## src/rtl/dac8551_rx.sv

```systemverilog
// DAC8551 24-bit SPI write-frame receiver, oversampled on clk (SCLK is never used as a clock).
// Define DAC8551_RX_SYNC_EN to put a 2-flop synchronizer on the pins; otherwise a single register stage is used.
module dac8551_rx #(
   parameter int ABORT_CNT_BITS = 8
) (
   input  logic                      clk,
   input  logic                      rst,
   input  logic                      i_sclk,
   input  logic                      i_mosi,
   input  logic                      i_sync_n,
   output logic                      o_valid,
   output logic [23:0]               o_data,
   output logic [1:0]                o_pd,
   output logic [15:0]               o_value,
   output logic                      o_rsvd_err,
   output logic                      o_abort,
   output logic [ABORT_CNT_BITS-1:0] o_abort_cnt,
   output logic                      o_busy
);

   typedef enum logic [1:0] {IDLE, SHIFT, WAIT} state_e;

   // Pin stage is deliberately not reset, so it tracks the pins during reset and
   // a SYNC_n held low across reset release is not mistaken for a fresh fall.
   logic [2:0] pin_q;  // {sync_n, mosi, sclk}
`ifdef DAC8551_RX_SYNC_EN
   logic [2:0] meta_q;
   always_ff @(posedge clk) begin
      meta_q <= {i_sync_n, i_mosi, i_sclk};
      pin_q  <= meta_q;
   end
`else
   always_ff @(posedge clk) begin
      pin_q <= {i_sync_n, i_mosi, i_sclk};
   end
`endif

   logic sclk_c, mosi_c, sync_c;
   assign sclk_c = pin_q[0];
   assign mosi_c = pin_q[1];
   assign sync_c = pin_q[2];

   logic                      sclk_p_q, sync_p_q, arm_q;
   state_e                    state_q, state_d;
   logic [4:0]                cnt_q, cnt_d;
   logic [23:0]               shift_q, shift_d;
   logic [23:0]               data_q, data_d;
   logic                      rsvd_q, rsvd_d;
   logic                      valid_q, valid_d;
   logic                      abort_q, abort_d;
   logic [ABORT_CNT_BITS-1:0] acnt_q, acnt_d;

   logic        sclk_fall, sync_fall, sync_rise;
   logic [23:0] word;

   assign sclk_fall = sclk_p_q & ~sclk_c;
   // arm_q requires SYNC_n to have been seen high since reset before a fall counts
   assign sync_fall = arm_q & sync_p_q & ~sync_c;
   assign sync_rise = ~sync_p_q & sync_c;
   assign word      = {shift_q[22:0], mosi_c};

   always_ff @(posedge clk) begin
      if (rst) begin
         sclk_p_q <= 1'b0;
         sync_p_q <= 1'b1;
         arm_q    <= 1'b0;
         state_q  <= IDLE;
         cnt_q    <= '0;
         shift_q  <= '0;
         data_q   <= '0;
         rsvd_q   <= 1'b0;
         valid_q  <= 1'b0;
         abort_q  <= 1'b0;
         acnt_q   <= '0;
      end else begin
         sclk_p_q <= sclk_c;
         sync_p_q <= sync_c;
         arm_q    <= arm_q | sync_c;
         state_q  <= state_d;
         cnt_q    <= cnt_d;
         shift_q  <= shift_d;
         data_q   <= data_d;
         rsvd_q   <= rsvd_d;
         valid_q  <= valid_d;
         abort_q  <= abort_d;
         acnt_q   <= acnt_d;
      end
   end

   always_comb begin
      state_d = state_q;
      cnt_d   = cnt_q;
      shift_d = shift_q;
      data_d  = data_q;
      rsvd_d  = rsvd_q;
      valid_d = 1'b0;
      abort_d = 1'b0;
      acnt_d  = acnt_q;
      case (state_q)
         IDLE: begin
            if (sync_fall) begin
               state_d = SHIFT;
               cnt_d   = '0;
               shift_d = '0;
            end
         end
         SHIFT: begin
            // SYNC rise takes priority over a coincident SCLK fall
            if (sync_rise) begin
               abort_d = 1'b1;
               if (acnt_q != '1) acnt_d = acnt_q + 1'b1;
               state_d = IDLE;
            end else if (sclk_fall && !sync_c) begin
               shift_d = word;
               cnt_d   = cnt_q + 5'd1;
               if (cnt_q == 5'd23) begin
                  data_d  = word;
                  rsvd_d  = |word[23:18];
                  valid_d = 1'b1;
                  state_d = WAIT;
               end
            end
         end
         WAIT: begin
            if (sync_rise) state_d = IDLE;
         end
         default: state_d = IDLE;
      endcase
   end

   assign o_valid     = valid_q;
   assign o_data      = data_q;
   assign o_pd        = data_q[17:16];
   assign o_value     = data_q[15:0];
   assign o_rsvd_err  = rsvd_q;
   assign o_abort     = abort_q;
   assign o_abort_cnt = acnt_q;
   assign o_busy      = (state_q != IDLE);

endmodule

```

## config.mk

```make
export PLATFORM = sky130hd
export DESIGN_NAME = dac8551_rx
export DESIGN_NICKNAME = d
export VERILOG_FILES = /design/src/rtl/dac8551_rx.sv
export SDC_FILE = /design/constraint.sdc
export NUM_CORES = 1
export LEC_CHECK = 0
export CORE_MARGIN = 4
export CORE_UTILIZATION = 40
export DETAILED_ROUTE_END_ITERATION = 8
export SLEW_MARGIN = 15
export SYNTH_ARGS = -nofsm -noshare
export SYNTH_HDL_FRONTEND = slang
export SYNTH_SLANG_ARGS = --single-unit
export TNS_END_PERCENT = 20
```

## constraint.sdc

```tcl
create_clock -name clk -period 2.9 [get_ports clk]
set_input_delay 0.87 -clock clk [delete_from_list [all_inputs] [get_ports clk]]
set_output_delay 0.87 -clock clk [all_outputs]
set_load 0.02 [all_outputs]
```

Yosys cells after proc, flatten, opt, wreduce, memory -nomap -nowiden. Cells that the tools add are included.

Output and inout port bits: 54. Bits of input ports: 5. Flip-flop bits (word level): 71.

Mux-type cells: 16. Bitwise operators: 11. Equal/unequal tests: 10. Reduce and logical (&&, ||, !) cells: 12. Add/subtract/negate cells: 2.

Operators with widths (count): $mux W23 (3); $pmux W23 S2 (1); $mux W5 (3); $reduce_and A4 Y1 (3); $mux W2 (5); $pmux W5 S2 (1); $add A8 B1 Y8 const B (1); $ne A2 B2 Y1 const B (4); $ne A8 B8 Y1 const B (1); $ne A3 B3 Y1 const B (2); $not A1 Y1 (6); $pmux W2 S3 (1); $reduce_or A6 Y1 (1); $add A5 B1 Y5 const B (1); $eq A5 B5 Y1 const B (1); $and A1 B1 Y1 (4); $reduce_bool A2 Y1 (2); $reduce_or A4 Y1 (1); $reduce_and A3 Y1 (1); $eq A2 B1 Y1 const B (1); $eq A2 B2 Y1 const B (1); $logic_not A2 Y1 (1); $mux W1 (2); $reduce_or A2 Y1 (1); 3 further kinds (3).

Logic depth before layout (Yosys ltp). Gate-level depths: netlist of the first run.

Depth after elaboration: 6. Mapped depth: 6.

Least setup slack after synthesis of the first run. OpenSTA, ideal clock, no wires.

Kind: input-to-reg. Start: input port rst. End: register rsvd_q (netlist: o_rsvd_err). Setup time: 121 ps. Path buffers: 2. Slack: 1083 ps. Stages on the path: 4. Data arrival time: 1697 ps. Cells stage by stage: clkbuf_1 > clkbuf_1 > a21oi_1 > mux2_2.

RTL lines: start, declared (line 7) `input logic rst,`; end signal, assigned (line 83) `rsvd_q <= rsvd_d;`; end, declared (line 48) `logic rsvd_q, rsvd_d;`.

Worst setup path after layout of the first run.
Start: register state_q[0]. End: output port o_busy.

Longest elaborated chain between the ends: 1.

Ends and longest elaborated chain: start, declared (line 44) `state_e state_q, state_d;`; start signal, assigned (line 79) `state_q <= state_d;`; $reduce_bool A2 Y1 (line 138) `assign o_busy = (state_q != IDLE);`; end, declared (line 18) `output logic o_busy`.

No other way between the ends.

==> results of run 1 <==
==> final cells by class <==
cell class              count  area [um2]  share of cell area, %
clock inverters             5        33.8                  0.930
multi-input cells         183        1290                   35.6
flip-flops and latches     71        1420                   39.1
repair buffers             62         606                   16.7
inverters                   4        15.0                  0.413
clock buffers              11         141                   3.89
well taps                  99         124                   3.41
==> state kept, by name, indices dropped and copies added (netlist names) <==
| signal | flops |
|---|---|
| o_data | 24 |
| shift_q | 23 |
| o_abort_cnt | 8 |
| cnt_q | 5 |
| pin_q | 3 |
| state_q | 2 |
| arm_q | 1 |
| o_abort | 1 |
| o_rsvd_err | 1 |
| o_valid | 1 |
| sclk_p_q | 1 |
| sync_p_q | 1 |
==> power by group through the flow <==
| stage | Combinational (W) | Sequential [W] | Clock [W] |
|---|---|---|---|
| after floorplan | 0.0000430 | 0.00101 | 0 |
| after global placement | 0.0000606 | 0.00101 | 0 |
| after detailed placement | 0.0000607 | 0.00101 | 0 |
| after CTS | 0.0000609 | 0.000985 | 0.000721 |
| after global routing | 0.0000668 | 0.000986 | 0.000758 |
| final | 0.0000596 | 0.000985 | 0.000696 |
==> per-stage QoR <==
stage	area, um2	util (%)	cells	total power, W
floorplan	2960	-	295	0.00105
global placement	3460	47.9	419	0.00107
detailed placement	3460	47.9	419	0.00107
CTS	3630	50.4	435	0.00177
global route	3630	50.4	435	0.00181
finish	3630	50.4	435	0.00174
==> cells in the mapped netlist (2+ instances only) <==
cell | number | area [um2]
a311oi_1 | 3 | 26.3
and2_1 | 2 | 12.5
and3_1 | 3 | 18.8
nor2_1 | 11 | 41.3
dfxtp_1 | 71 | 1420
nand2b_1 | 53 | 332
mux2_2 | 4 | 45.0
ha_1 | 2 | 25.0
or2_2 | 3 | 18.8
buf_8 | 2 | 30.0
nor2b_1 | 9 | 56.3
nand3_1 | 3 | 15.0
mux2i_1 | 28 | 280
clkbuf_1 | 15 | 56.3
o22ai_1 | 23 | 144
o21ai_0 | 6 | 30.0
a21oi_1 | 5 | 25.0
nand4_1 | 4 | 25.0
a41oi_1 | 2 | 17.5
buf_4 | 18 | 135
inv_1 | 4 | 15.0
a211oi_1 | 7 | 52.6
==> worst max-delay path, cell delays in order (launching register included) <==
cell and delay [ns]:
dfxtp_1 0.37, or2_2 0.31, clkdlybuf4s50_1 0.54
==> routing by layer <==
layer	vias up	global-route usage [%]	routed length (um)	share of wire, %
li1	1086	-	-	-
met1	1038	17.7	2730	48
met2	55	22.6	2630	46
met3	9	3.45	245	4.3
met4	0	6.14	87	1.5
met5	-	0	0	0
==> cells by family (layout without fill, tap and decap cells) <==
kind of cell / after synthesis / count (layout) / synth area share (%)
flops: 71 / 71 / 48.0
compound gates: 50 / 50 / 11.2
buf+inv: 41 / 82 / 8.49
mux: 32 / 32 / 11.0
fa+ha+maj: 2 / 2 / 0.845
simple gates: 99 / 99 / 20.5
==> worst min-delay path by stage <==
stage	endpoint	slack, ns	depth (start not counted)
global route	sclk_p_q	0.49	1
global placement	arm_q	0.46	2
floorplan	arm_q	0.43	2
finish	o_data[21]	0.48	2
detailed placement	arm_q	0.46	2
CTS	o_data[21]	0.48	2
==> metrics.yaml, run 1 <==
outcome:
  outcome: "completed"
sta:
  finalMaxSlewViolations: 0
  timing.final.crit_share_pct: 83.6
  setup_slack_ns: 0.475
  holdWs_ns: 0.477
  fin_skew_ns: 0.00978
  period_minus_slack_ns: 2.42
  max-slew-margin-rel_pct: 44.2
  setup_viol: 0
  tightestPinTransition_ns: 0.837
  max_freq_mhz: 412
  tns_ns: 0
  rsz0062_at_grt: "no"
  hold_viol: 0
clock_network:
  clock_path_buffers: 2
  h-tree-depth: 3
  cts_tree: "done"
  clk_pin_slew_ns: 0.07
  cts_made_buffers: 9
  cts_hold_buf: 0
  cts_setup_buffers: 0
  cts_sinks: 71
  post_cts_resized: 0
  cts_root_buf: "clkbuf_8"
  insertion_delay_ns: 0.34
placement:
  io_buffers: 58
  place_hpwl_mm: 3.69
  pre_cts_slack_ns: 0.663
  gp_congestion: 0.749
finish:
  layout_common_cells: "dfxtp_1, clkdlybuf4s50_1, nand2b_1, mux2i_1, o22ai_1"
  fillerInstances: 702
  synthToLayoutAreaGrowth_pct: 22.7
  diodes: 0
  drive_above_1_share_pct: 9.52
  final_common_cell: "dfxtp_1"
  nets: 338
setup_path:
  timing.rr.start: "pin_q[2]"
  regToRegSetupSlack_ns: 0.69
  crit_path_end_kind: "primary output"
  cp.arrival_ns: 1.55
  cp_data_required_time_ns: 2.03
  rr_endpoint: "o_data[1]"
  cp_max_fo: 7
  crit_path_start: "state_q[0]"
  path_class: "reg2out"
  reg2regPathDepth: 4
  crit_path_end: "o_busy"
  worst_setup_path_start_kind: "register"
drt:
  vias: 2188
  ant_nets: 0
  first_iter_violations: 109
  wirelength_mm: 5.69
  viasPerCell: 5.03
  route.detailed.drc: 0
  wire_per_inst_um: 13.1
  firstDrtPassIters: 4
synth:
  synthFlopType: "dfxtp_1"
  avgSynthCellArea_um2: 10.0
  ys_seq_area_share_pct: 48.0
  yosysUniqueCellTypes: 39
  syn-cell-area_um2: 2960
  async_flop_share_pct: 0
  ys_seq_elements: 71
  synth_fp_nets: 302
  synth_edf_count: 0
  synth_warnings: 0
  netlist_instances: 295
power_and_ir_drop:
  irDropWorstVdd_mv: 0.192
  p_clk_share_pct: 40.0
  power_density_nw_per_um2: 479
  swShare_pct: 23.1
  leakagePower_nw: 1.37
  seqPwrFrac_pct: 56.6
  p_sw_w: 0.000402
  internal_power_w: 0.00134
  combPwrFrac_pct: 3.4
floorplan:
  core_um2: 7210
  rows: 31
  die_x_um: 94.0
  fp.dieH_um: 94.0
  pin_count: 59
  die-area_um2: 8840
  initial_utilization_pct: 41.1
flow_run:
  max_cap_viol_count: 0
hold_path:
  worstHoldPathType: "reg2reg"
  hp-start: "o_data[21]"
global_route:
  antenna_found_initial: 0
  grt.total_usage_pct: 14.0
  grt_pass1_vias: 2165
  grt_first_pass_wirelength_mm: 9.94
  grt_max_degree: 35
  overflow: 0
Note: power is estimated with default switching activity, not from simulation.
==> run 2: changes to the inputs <==
==> constraint.sdc (replaced) <==
create_clock -name clk -period 2.3 [get_ports clk]
set_input_delay 0.69 -clock clk [delete_from_list [all_inputs] [get_ports clk]]
set_output_delay 0.69 -clock clk [all_outputs]
set_load 0.02 [all_outputs]
==> run 2 against run 1 <==
  * Routed wire length up 1.5%
  * Total power up 45%
  * First-iteration DRC count down 21%
  * Non-clock buffer count up 1
  * Largest cell class unchanged
  * Critical path type unchanged
  * Clock skew down 0.00051 ns
  * Clock-buffer cell count down 2
  * Sequential cell count unchanged
  * Sequential share of layout area down 1.1 points
  * Setup slack worse by 0.41 ns
  * Cell area up 2.8%
  * Die area unchanged
==> metrics.yaml, run 2 (synthesized netlist as in run 1, its figures left out) <==
global_route:
  grt_pass1_vias: 2105
  grt_max_degree: 32
  overflow: 0
  antenna_found_initial: 0
  grt_first_pass_wirelength_mm: 9.90
  grt.total_usage_pct: 14.1
sta:
  max-slew-margin-rel_pct: 66.8
  tightestPinTransition_ns: 0.498
  finalMaxSlewViolations: 0
  timing.final.crit_share_pct: 97.2
  setup_slack_ns: 0.0634
  hold_viol: 0
  max_freq_mhz: 447
  setup_viol: 0
  fin_skew_ns: 0.00927
  rsz0062_at_grt: "no"
  tns_ns: 0
  period_minus_slack_ns: 2.24
power_and_ir_drop:
  leakagePower_nw: 1.42
  total_power_w: 0.00253
  power_density_nw_per_um2: 677
  irDropWorstVdd_mv: 0.290
drt:
  ant_nets: 0
  wirelength_mm: 5.78
  first_iter_violations: 86
  viasPerCell: 4.92
  route.detailed.drc: 0
  firstDrtPassIters: 4
  vias: 2143
  wire_per_inst_um: 13.3
finish:
  seq_area_um2: 1420
  diodes: 0
  nets: 339
  synthToLayoutAreaGrowth_pct: 26.1
  drive_above_1_share_pct: 10.1
  final_common_cell: "dfxtp_1"
  multi_input_area_um2: 1290
  stdcell_count: 436
  fillerInstances: 679
  largest_reg_flops: 24
  layout_common_cells: "dfxtp_1, clkdlybuf4s50_1, nand2b_1, mux2i_1, o22ai_1"
clock_network:
  post_cts_resized: 0
  insertion_delay_ns: 0.34
  cts_root_buf: "clkbuf_8"
  clock_path_buffers: 2
  cts_sinks: 71
  h-tree-depth: 3
  cts_made_buffers: 9
  cts_tree: "done"
  cts_hold_buf: 0
  cts_setup_buffers: 0
  clk_pin_slew_ns: 0.08
setup_path:
  timing.rr.start: "pin_q[2]"
  regToRegSetupSlack_ns: 0.50
  rr_endpoint: "o_rsvd_err"
  crit_path_end_kind: "primary output"
  crit_path_top_delay_cell: "clkdlybuf4s50_1"
  worst_setup_path_start_kind: "register"
  critical_path.max_stage_delay_ns: 0.53
  cp.arrival_ns: 1.55
  path_class: "reg2out"
  reg2regPathDepth: 4
  worstPathCellList: "or2_2, clkdlybuf4s50_1"
  cp_data_required_time_ns: 1.61
  cp_max_fo: 7
hold_path:
  hold_depth: 2
  worstHoldPathType: "reg2reg"
  hp-start: "arm_q"
  worstHoldEndpoint: "arm_q"
placement:
  dp.cells: 420
  gp_congestion: 0.789
  pre_cts_slack_ns: 0.424
  io_buffers: 58
  place_hpwl_mm: 3.75
outcome:
  outcome: "completed"
floorplan:
  rows: 31
  initial_utilization_pct: 41.1
  die_x_um: 94.0
  die-area_um2: 8840
  fp.dieH_um: 94.0
  core_um2: 7210
  pin_count: 59
flow_run:
  max_cap_viol_count: 0
==> run 2: cell count changes in the layout (fill, tap and decap cells not counted), sizes merged <==
| cell | previous run | this run |
|---|---|---|
| buf | 5 | 6 |
| bufinv | 0 | 3 |
| clkbuf | 11 | 9 |
| clkinv | 3 | 2 |
| clkinvlp | 2 | 1 |
| inv | 4 | 5 |
==> run 2: worst max-delay path by stage <==
stage                     startpoint          to  slack [ns]  cells past startpoint
after floorplan                  rst  o_rsvd_err        0.66                      4
after global placement    state_q[0]      o_busy        0.43                      2
after detailed placement  state_q[0]      o_busy        0.42                      2
after CTS                 state_q[0]      o_busy        0.04                      2
after global routing      state_q[0]      o_busy       0.008                      2
final                     state_q[0]      o_busy        0.06                      2
==> run 2: through the flow <==
stage | cell area (um2) | util (%) | hold WS [ns]
floorplan | 2960 | - | 0.435
global placement | 3490 | 48.4 | 0.460
detailed placement | 3490 | 48.4 | 0.464
CTS | 3730 | 51.8 | 0.479
global route | 3730 | 51.8 | 0.508
finish | 3730 | 51.8 | 0.476
==> run 2: report_power, final <==
| part | internal, W | leakage, nW | total, W | switching [W] |
|---|---|---|---|---|
| registers | 0.00124 | 0.574 | 0.00124 | 0.00000658 |
| logic | 0.0000381 | 0.728 | 0.0000808 | 0.0000426 |
| clock network | 0.000724 | 0.120 | 0.00121 | 0.000484 |
| total | 0.00200 | 1.42 | 0.00253 | 0.000533 |
==> run 2: worst max-delay path, delay by kind of cell, from the launching register on <==
family                 cells  cell delay (ns)
buffers and inverters      1             0.53
DFF                        1             0.37
and+or+nand+nor            1             0.30
==> run 2: layout make-up <==
cell class / instances / share of cell area (%)
Tap cell: 99 / 3.32
Sequential cell: 71 / 38.1
Clock buffer: 9 / 3.32
Inverter: 4 / 0.402
Clock inverter: 7 / 3.22
Timing Repair Buffer: 63 / 17.1
Multi-Input combinational cell: 183 / 34.6
==> run 2: routing by layer <==
layer	track usage (%)	routed length, um	share of wire (%)
met2	20.8	2550	44
met5	0	0	0
met3	2.96	262	4.5
met4	7.82	90	1.6
met1	19.2	2880	50
==> run 3: changes to the inputs <==
--- a/config.mk
+++ b/config.mk
@@ -8,6 +8,7 @@
 export CORE_MARGIN = 4
 export CORE_UTILIZATION = 40
 export DETAILED_ROUTE_END_ITERATION = 8
+export GPL_ROUTABILITY_DRIVEN = 0
 export SLEW_MARGIN = 15
 export SYNTH_ARGS = -nofsm -noshare
 export SYNTH_HDL_FRONTEND = slang
==> results of run 3 <==
Same layout as run 2: the final DEF is identical, and so are final timing and power.
